$ cat src/rtl/key_pkg.sv
// Shared types for the key event scheduler.
// Event codes match the evt_type port encoding.
package key_pkg;

  typedef enum logic [1:0] {
    PRESS   = 2'd0,
    RELEASE = 2'd1,
    LONG    = 2'd2,
    REPEAT  = 2'd3
  } evt_type_e;

  typedef enum logic [1:0] {
    IDLE    = 2'd0,
    PRESSED = 2'd1,
    HELD    = 2'd2
  } key_state_e;

endpackage

$ cat src/rtl/key_event_fsm.sv
// One key: edge detect, press/long/repeat FSM and a one-deep event slot.
// KEY_EVT_REPEAT_EN builds in the auto-repeat counter for HELD.
module key_event_fsm
  import key_pkg::*;
#(
  parameter int LONG_CYC   = 1000,
`ifdef KEY_EVT_REPEAT_EN
  parameter int REPEAT_CYC = 200,
`endif
  parameter int CNT_W      = 16
) (
  input  logic       clk,
  input  logic       rst,
  input  logic       key_lvl,
  input  logic       grant,
  output logic       slot_valid,
  output logic [1:0] slot_type,
  output logic       drop
);

  localparam logic [CNT_W-1:0] LONG_LAST =
    CNT_W'(LONG_CYC - 1);
`ifdef KEY_EVT_REPEAT_EN
  localparam logic [CNT_W-1:0] REP_LAST =
    CNT_W'(REPEAT_CYC - 1);
`endif

  key_state_e       state, state_n;
  logic [CNT_W-1:0] cnt, cnt_n;
  logic             key_prev;
  logic             rise, fall;
  logic             emit;
  evt_type_e        etype;
  logic             slot_valid_n;
  evt_type_e        slot_t, slot_t_n;

  assign rise      = key_lvl & ~key_prev;
  assign fall      = ~key_lvl & key_prev;
  assign slot_type = slot_t;

  // State, counter, previous level and slot registers.
  always_ff @(posedge clk) begin
    if (rst) begin
      state      <= IDLE;
      cnt        <= '0;
      key_prev   <= 1'b0;
      slot_valid <= 1'b0;
      slot_t     <= PRESS;
    end else begin
      state      <= state_n;
      cnt        <= cnt_n;
      key_prev   <= key_lvl;
      slot_valid <= slot_valid_n;
      slot_t     <= slot_t_n;
    end
  end

  // Next state and event generation; a release beats a threshold hit.
  always_comb begin
    state_n = state;
    cnt_n   = cnt;
    emit    = 1'b0;
    etype   = PRESS;
    unique case (state)
      IDLE: begin
        if (rise) begin
          emit    = 1'b1;
          etype   = PRESS;
          state_n = PRESSED;
          cnt_n   = '0;
        end
      end
      PRESSED: begin
        if (fall) begin
          emit    = 1'b1;
          etype   = RELEASE;
          state_n = IDLE;
          cnt_n   = '0;
        end else if (cnt == LONG_LAST) begin
          emit    = 1'b1;
          etype   = LONG;
          state_n = HELD;
          cnt_n   = '0;
        end else begin
          cnt_n = cnt + CNT_W'(1);
        end
      end
      HELD: begin
        if (fall) begin
          emit    = 1'b1;
          etype   = RELEASE;
          state_n = IDLE;
          cnt_n   = '0;
`ifdef KEY_EVT_REPEAT_EN
        end else if (cnt == REP_LAST) begin
          emit  = 1'b1;
          etype = REPEAT;
          cnt_n = '0;
        end else begin
          cnt_n = cnt + CNT_W'(1);
`endif
        end
      end
      default: begin
        state_n = IDLE;
        cnt_n   = '0;
      end
    endcase
  end

  // Slot accepts a new event when empty or being drained this cycle.
  always_comb begin
    slot_valid_n = slot_valid;
    slot_t_n     = slot_t;
    drop         = 1'b0;
    if (emit) begin
      if (!slot_valid || grant) begin
        slot_valid_n = 1'b1;
        slot_t_n     = etype;
      end else begin
        drop = 1'b1;
      end
    end else if (grant) begin
      slot_valid_n = 1'b0;
    end
  end

endmodule

$ cat src/rtl/key_event_sched.sv
// Merges per-key events through a round-robin arbiter to one port.
// KEY_EVT_REPEAT_EN enables auto-repeat events while a key is held.
module key_event_sched
  import key_pkg::*;
#(
  parameter int KEY_NUM    = 4,
  parameter int LONG_CYC   = 1000,
  parameter int REPEAT_CYC = 200,
  parameter int CNT_W      = 16,
  localparam int KW = (KEY_NUM > 1) ? $clog2(KEY_NUM) : 1
) (
  input  logic               clk,
  input  logic               rst,
  input  logic [KEY_NUM-1:0] key_lvl,
  output logic               evt_valid,
  input  logic               evt_ready,
  output logic [KW-1:0]      evt_key,
  output logic [1:0]         evt_type,
  output logic               ovf
);

  if (KEY_NUM < 1 || KEY_NUM > 16 || LONG_CYC < 2 ||
      REPEAT_CYC < 2) begin : g_bad_param
    $error("key_event_sched: parameter out of range");
  end

  logic [KEY_NUM-1:0]      slot_v;
  logic [KEY_NUM-1:0][1:0] slot_t;
  logic [KEY_NUM-1:0]      drop;
  logic [KEY_NUM-1:0]      grant;
  logic [KW-1:0]           ptr;
  logic [KW-1:0]           win;
  logic                    found;
  logic                    free;

  assign free = ~evt_valid | evt_ready;

  for (genvar g = 0; g < KEY_NUM; g++) begin : g_key
    key_event_fsm #(
      .LONG_CYC   (LONG_CYC),
`ifdef KEY_EVT_REPEAT_EN
      .REPEAT_CYC (REPEAT_CYC),
`endif
      .CNT_W      (CNT_W)
    ) u_fsm (
      .clk        (clk),
      .rst        (rst),
      .key_lvl    (key_lvl[g]),
      .grant      (grant[g]),
      .slot_valid (slot_v[g]),
      .slot_type  (slot_t[g]),
      .drop       (drop[g])
    );
  end

  // Round-robin search upward from the pointer, wrapping at KEY_NUM.
  always_comb begin
    int j;
    found = 1'b0;
    win   = '0;
    j     = 0;
    for (int i = 0; i < KEY_NUM; i++) begin
      j = int'(ptr) + i;
      if (j >= KEY_NUM) j = j - KEY_NUM;
      if (!found && slot_v[j]) begin
        found = 1'b1;
        win   = KW'(j);
      end
    end
  end

  // Clear the winning slot in the cycle it moves to the output.
  always_comb begin
    grant = '0;
    if (free && found) grant[win] = 1'b1;
  end

  // Output register, rotating pointer and sticky overflow flag.
  always_ff @(posedge clk) begin
    if (rst) begin
      evt_valid <= 1'b0;
      evt_key   <= '0;
      evt_type  <= 2'd0;
      ptr       <= '0;
      ovf       <= 1'b0;
    end else begin
      ovf <= ovf | (|drop);
      if (free) begin
        if (found) begin
          evt_valid <= 1'b1;
          evt_key   <= win;
          evt_type  <= slot_t[win];
          ptr       <= (win == KW'(KEY_NUM - 1)) ?
                       '0 : win + KW'(1);
        end else begin
          evt_valid <= 1'b0;
        end
      end
    end
  end

endmodule
$ cat config.mk
export PLATFORM = sky130hd
export DESIGN_NAME = key_event_sched
export DESIGN_NICKNAME = d
export VERILOG_FILES = /design/src/rtl/key_pkg.sv /design/src/rtl/key_event_fsm.sv /design/src/rtl/key_event_sched.sv
export SDC_FILE = /design/constraint.sdc
export NUM_CORES = 1
export LEC_CHECK = 0
export ABC_CLOCK_PERIOD_IN_PS = 4320
export CAP_MARGIN = 20
export CORE_UTILIZATION = 60
export CTS_CLUSTER_DIAMETER = 40
export CTS_CLUSTER_SIZE = 12
export DETAILED_ROUTE_END_ITERATION = 8
export GPL_ROUTABILITY_DRIVEN = 0
export PLACE_DENSITY_LB_ADDON = 0.08
export SYNTH_ARGS = -nofsm -noshare
export SYNTH_HDL_FRONTEND = slang
export SYNTH_SLANG_ARGS = --single-unit
$ cat constraint.sdc
create_clock -name clk -period 4.32 [get_ports clk]
set_input_delay 0.648 -clock clk [delete_from_list [all_inputs] [get_ports clk]]
set_output_delay 0.648 -clock clk [all_outputs]
set_load 0.05 [all_outputs]
# Yosys cells after proc, flatten, opt, wreduce, memory -nomap -nowiden
# Index checks and enable logic that the tools add are counted.
# word_totals
reg_bits	96
output_inout_bits	6
# op_classes
n_addsub	12
magnitude_cmp	10
n_eq_ne	29
muxes	127
bitwise	19
reduce_logical	42
# ops
cell	n
2-to-1 mux 16 bit	16
one-hot mux 16 bit (3 select lines)	4
less-than comparator 32 x 4 -> 1 bit (second input constant)	4
2-to-1 mux 32 bit	4
adder 16 x 1 -> 16 bit (second input constant)	4
== test 16 x 10 -> 1 bit (second input constant)	4
2-to-1 mux 2 bit	30
2-to-1 mux 1 bit	54
AND reduction 2 bit	13
one-hot mux 2 bit (3 select lines)	4
inequality test 2 x 1 -> 1 bit (second input constant)	8
one-hot mux 2 bit (2 select lines)	4
inequality test 3 x 1 -> 1 bit (second input constant)	4
one-hot mux 1 bit (3 select lines)	4
AND reduction 3 bit	4
subtractor 3 x 3 -> 4 bit (second input constant)	3
== test 2 bit (second input constant)	5
greater-or-equal comparator 3 bit (second input constant)	3
NOT 1 bit	9
bitwise AND 1 bit	8
binary-select mux 1 bit (select 2 bit)	4
== test 2 x 1 -> 1 bit (second input constant)	4
zero test 2 bit	4
inequality test 2 bit (second input constant)	4
16 further kinds	34

# Logic depth before layout (Yosys ltp)
# logic_depth
depth_word	25
mapped_depth	10
ltp_nobuf	9

# Cells and area by module
# A second synthesis with hierarchy kept.
# unflattened
cells_unflattened	710
hier_area_um2	5808.1
# modules_own_cells
mod	n_inst	cells_each	area_each_um2	seq_area_each_um2
key_event_fsm	4	163	1327.5	440.4
key_event_sched	1	58	498.0	160.2

# Worst setup path after synthesis
# OpenSTA, ideal clock, no wires.
# synth_timing
path_type	input-to-reg
from	input evt_ready
to	register ovf
setup_ns	0.125
arrival_ns	2.108
path_slack_ns	2.087
path_stages	7
n_path_buf	1
cell_sequence	nand2b_1 o41ai_1 clkbuf_1 or3_1 o21ai_1 o22ai_1 o41a_1
# synth_between
elab_chain_len	8
word_cells_on_any_way	17
cone_classes	9 x mux; 2 x bitwise; 6 x reduce/logical
# synth_rtl
element	line	rtl
start: declaration	key_event_sched.sv:16	input logic evt_ready,
bitwise OR 1 bit *	key_event_sched.sv:36	assign free = ~evt_valid | evt_ready;
logical AND 1 bit *	key_event_sched.sv:75	if (free && found) grant[win] = 1'b1;
2-to-1 mux 4 bit *	key_event_sched.sv:75	
logical OR 1 bit	key_event_fsm.sv:117	if (!slot_valid || grant) begin
2-to-1 mux 1 bit	key_event_fsm.sv:117	
2-to-1 mux 1 bit	key_event_fsm.sv:116	if (emit) begin
OR reduction 4 bit *	key_event_sched.sv:87	ovf <= ovf | (|drop);
bitwise OR 1 bit *	key_event_sched.sv:87	
end signal: assignment	key_event_sched.sv:87	
end: declaration	key_event_sched.sv:19	output logic ovf
# Every way passes the cells marked *; elsewhere a longest branch is shown, timed or not.
# A chain may end at the register's enable or synchronous reset.

# Final worst setup path
# layout_timing
from	input key_lvl[0]
to	register g_key[0].u_fsm.cnt[12]
# layout_between
elab_chain_len	4
word_cells_on_any_way	8
cone_classes	2 x eq/ne; 2 x mux; 3 x bitwise; 1 x reduce/logical
# layout_rtl
element	line	rtl
start: declaration	key_event_sched.sv:14	input logic [KEY_NUM-1:0] key_lvl,
NOT 1 bit	key_event_fsm.sv:38	assign fall = ~key_lvl & key_prev;
bitwise AND 1 bit	key_event_fsm.sv:38	
2-to-1 mux 16 bit / inequality test 2 x 1 -> 1 bit (equally long branches)	-	
one-hot mux 16 bit (3 select lines) / AND reduction 2 bit (equally long branches)	-	
end signal: assignment	key_event_fsm.sv:51	cnt <= cnt_n;
end: declaration	key_event_fsm.sv:29	logic [CNT_W-1:0] cnt, cnt_n;
# Parallel ways exist; a longest one is shown, timed or not.

==> results.ini <==
[critical_path]
worst-setup-path-type=in -> reg
cp.arrival_ps=2720
cp_num_buf_inv=1
cp.depth=7
cpPeakStageDelay_ps=450
crit_path_start_kind=input pin
end_kind=register
ff2ff_path_depth=7
crit_path_max_fanout=16
cp.required_ps=4550
crit_path_top_delay_cell=clkdlybuf4s50_1
cp_cell_sequence=clkdlybuf4s50_1, nand2b_2, a21oi_1, or2_0, o21ai_1, nand2b_1, nor2_1
path_delay_family=simple AND/OR/NAND/NOR gates

[clock_network]
clk_latency_ps=360
clk_pin_slew_ps=90
cts-root-buf=clkbuf_8
cts_setup_buffers=0
cts-hold-fix-buffers=0
cts_made_buffers=9
cts.path.max_buffers=2
cts_tree=yes
cts_resized=0
htreeDepth=3
clock_sinks=96

[yosys]
synth-edff-count=0
synth-async-reset-ratio_pct=0
synth.ff_latch_count=96
synth_top_area_share_pct=39.9
synth_top_family_by_area=simple AND/OR/NAND/NOR gates
synthXorXnorAreaFrac_pct=10.4
syn_area_sq_um=4810
muxShareOfSynthArea_pct=2.96
syn-num-nets=587
yosys.area.top_type=dfxtp_1
synth_cells=559
ys_types=64
synth_warnings=0
synth-simple-area-share_pct=27.3
avgSynthCellArea_sq_um=8.61
ys_top_cells_by_area=dfxtp_1, nor2_1, ha_1
synth_compound_area_share_pct=10.8
ys.flop_type=dfxtp_1
synthAdderAreaFrac_pct=5.46
ys_seq_area_share_pct=39.9

[floorplan]
die_w_um=91.6
die_area_sq_um=8380
fp.coreArea_sq_um=7730
row_count=32
pin_count=13
start_util_pct=62.3
die_height_um=91.6

[route]
vias=3816
drc=0
wl_per_cell_um=13.4
drt_pass1_iterations=4
detail_route.vias_per_cell=5.68
wl_um=9030
drt_iter0_drc=108
drtAntennaViolNets=0

[timing]
fmax_mhz=400
timing.final.crit_share_pct=57.9
finalClockSkew_ps=12.0
period_needed_ps=2500
setup_viol=0
fin_ws_ps=1820
finalSetupTns_ps=0
drv_slew=0
rsz0062_at_grt=no
tightest_slew_ps=929
finalHoldViolations=0
maxSlewHeadroom_pct=37.4

[layout]
drive_gt1_share_pct=5.09
num_antenna_cells=0
utilization_pct=66.6
nFillCells=658
final_common_cell=dfxtp_1
nNetsFinal=593
final_cell_mix=dfxtp_1, nor2_1, nand2_1, xnor2_1
syn_to_final_growth_pct=6.97

[place]
pre_cts_ws_ps=1430
portBuffers=12
dp_hpwl_um=6430

[run_status]
status=complete, no violations

[power_and_ir_drop]
ir_drop_uv=247
power.leakage_nw=1.78
power_density_nw_per_um2=356
total_power_mw=1.83

[hold_path]
hold_path.class=reg -> reg
holdPathStages=2

[grt]
grt_max_degree=38
overflow=0
grt_antenna_before_repair=0
grt_pass1_wl_um=15700
grt_pass1_vias=3603
grt_util_all_layers_pct=22.8

[job]
drv_cap=0

==> cells by family after synthesis <==
family / Yosys count
AO/OA/AOI/OAI: 81
adder cells (fa/ha/maj): 21
AND/OR/NAND/NOR: 257
flip-flops: 96
multiplexers: 14
buffers and inverters: 33
XOR/XNOR: 57
==> synth_stat cells (3+ instances only) <==
master and instances:
inv_1 14, nand2b_1 7, and3_1 9, nor3_1 13
a211oi_1 4, dfxtp_1 96, and2_1 3, o21ai_1 5
nor4_1 6, a21oi_1 27, o21a_1 5, nor4b_1 3
nor2_1 93, xor2_1 27, nand3b_1 4, or4_1 3
nand4b_1 3, xnor2_1 30, or2_2 4, or3_1 3
nor2b_1 9, nand3_1 20, o21ai_0 14, clkbuf_1 14
nand2_1 39, mux2i_1 12, ha_1 21, or2_1 3
nand4_1 19
==> power breakdown <==
group	internal, mW	leakage, nW	total, mW	switching [mW]
sequential	0.921	0.778	0.965	0.0435
clock	0.224	0.0834	0.526	0.302
combinational	0.129	0.914	0.341	0.212
==> state kept, by name (all words and copies together) (netlist names), 2 cells and up <==
name	cells
g_key.u_fsm.cnt	64
evt_key	2
g_key.u_fsm.slot_type	8
ptr	2
g_key.u_fsm.state	8
g_key.u_fsm.slot_valid	4
g_key.u_fsm.key_prev	4
evt_type	2
==> metrics by stage <==
stage               hold WS (ps)  cells  area (sq um)
finish                       474    672          5150
global route                 496    672          5150
CTS                          482    672          5150
detailed placement           469    656          4980
global placement             454    656          4980
floorplan                    444    559          4810
==> worst paths after layout <==
| check | startpoint | to | slack [ps] |
|---|---|---|---|
| worst max-delay path | key_lvl[0] | g_key[0].u_fsm.cnt[12] | 1820 |
| worst min-delay path | evt_key[0] | evt_key[0] | 470 |
| worst max register to register | g_key[0].u_fsm.state[0] | g_key[0].u_fsm.cnt[12] | 1930 |
| worst min register to register | evt_key[0] | evt_key[0] | 470 |
==> layout make-up <==
cell class | instances | area, sq um | area share, %
clock buffer | 13 | 149 | 2.89
clock inverter | 3 | 17.5 | 0.340
inverter | 15 | 56.3 | 1.09
multi-input combinational | 430 | 2750 | 53.4
sequential | 96 | 1920 | 37.3
tap | 102 | 128 | 2.48
timing repair buffer | 13 | 128 | 2.48
==> worst reg2reg max path: stages (launching register included) <==
cell	delay, ps
dfxtp_1	400
inv_1	80
ha_1	240
nor3b_1	410
or2_0	380
o21ai_1	180
nand2b_1	450
nor2_1	110
==> per-layer routing <==
layer	global-route usage [%]	part of all wire [%]	up-vias
met1	29.5	51	1791
li1	-	-	1966
met3	4.10	2.4	13
met5	0	0	-
met2	37.8	45	46
met4	8.33	1.6	0
(Power assumes the default switching activity.)
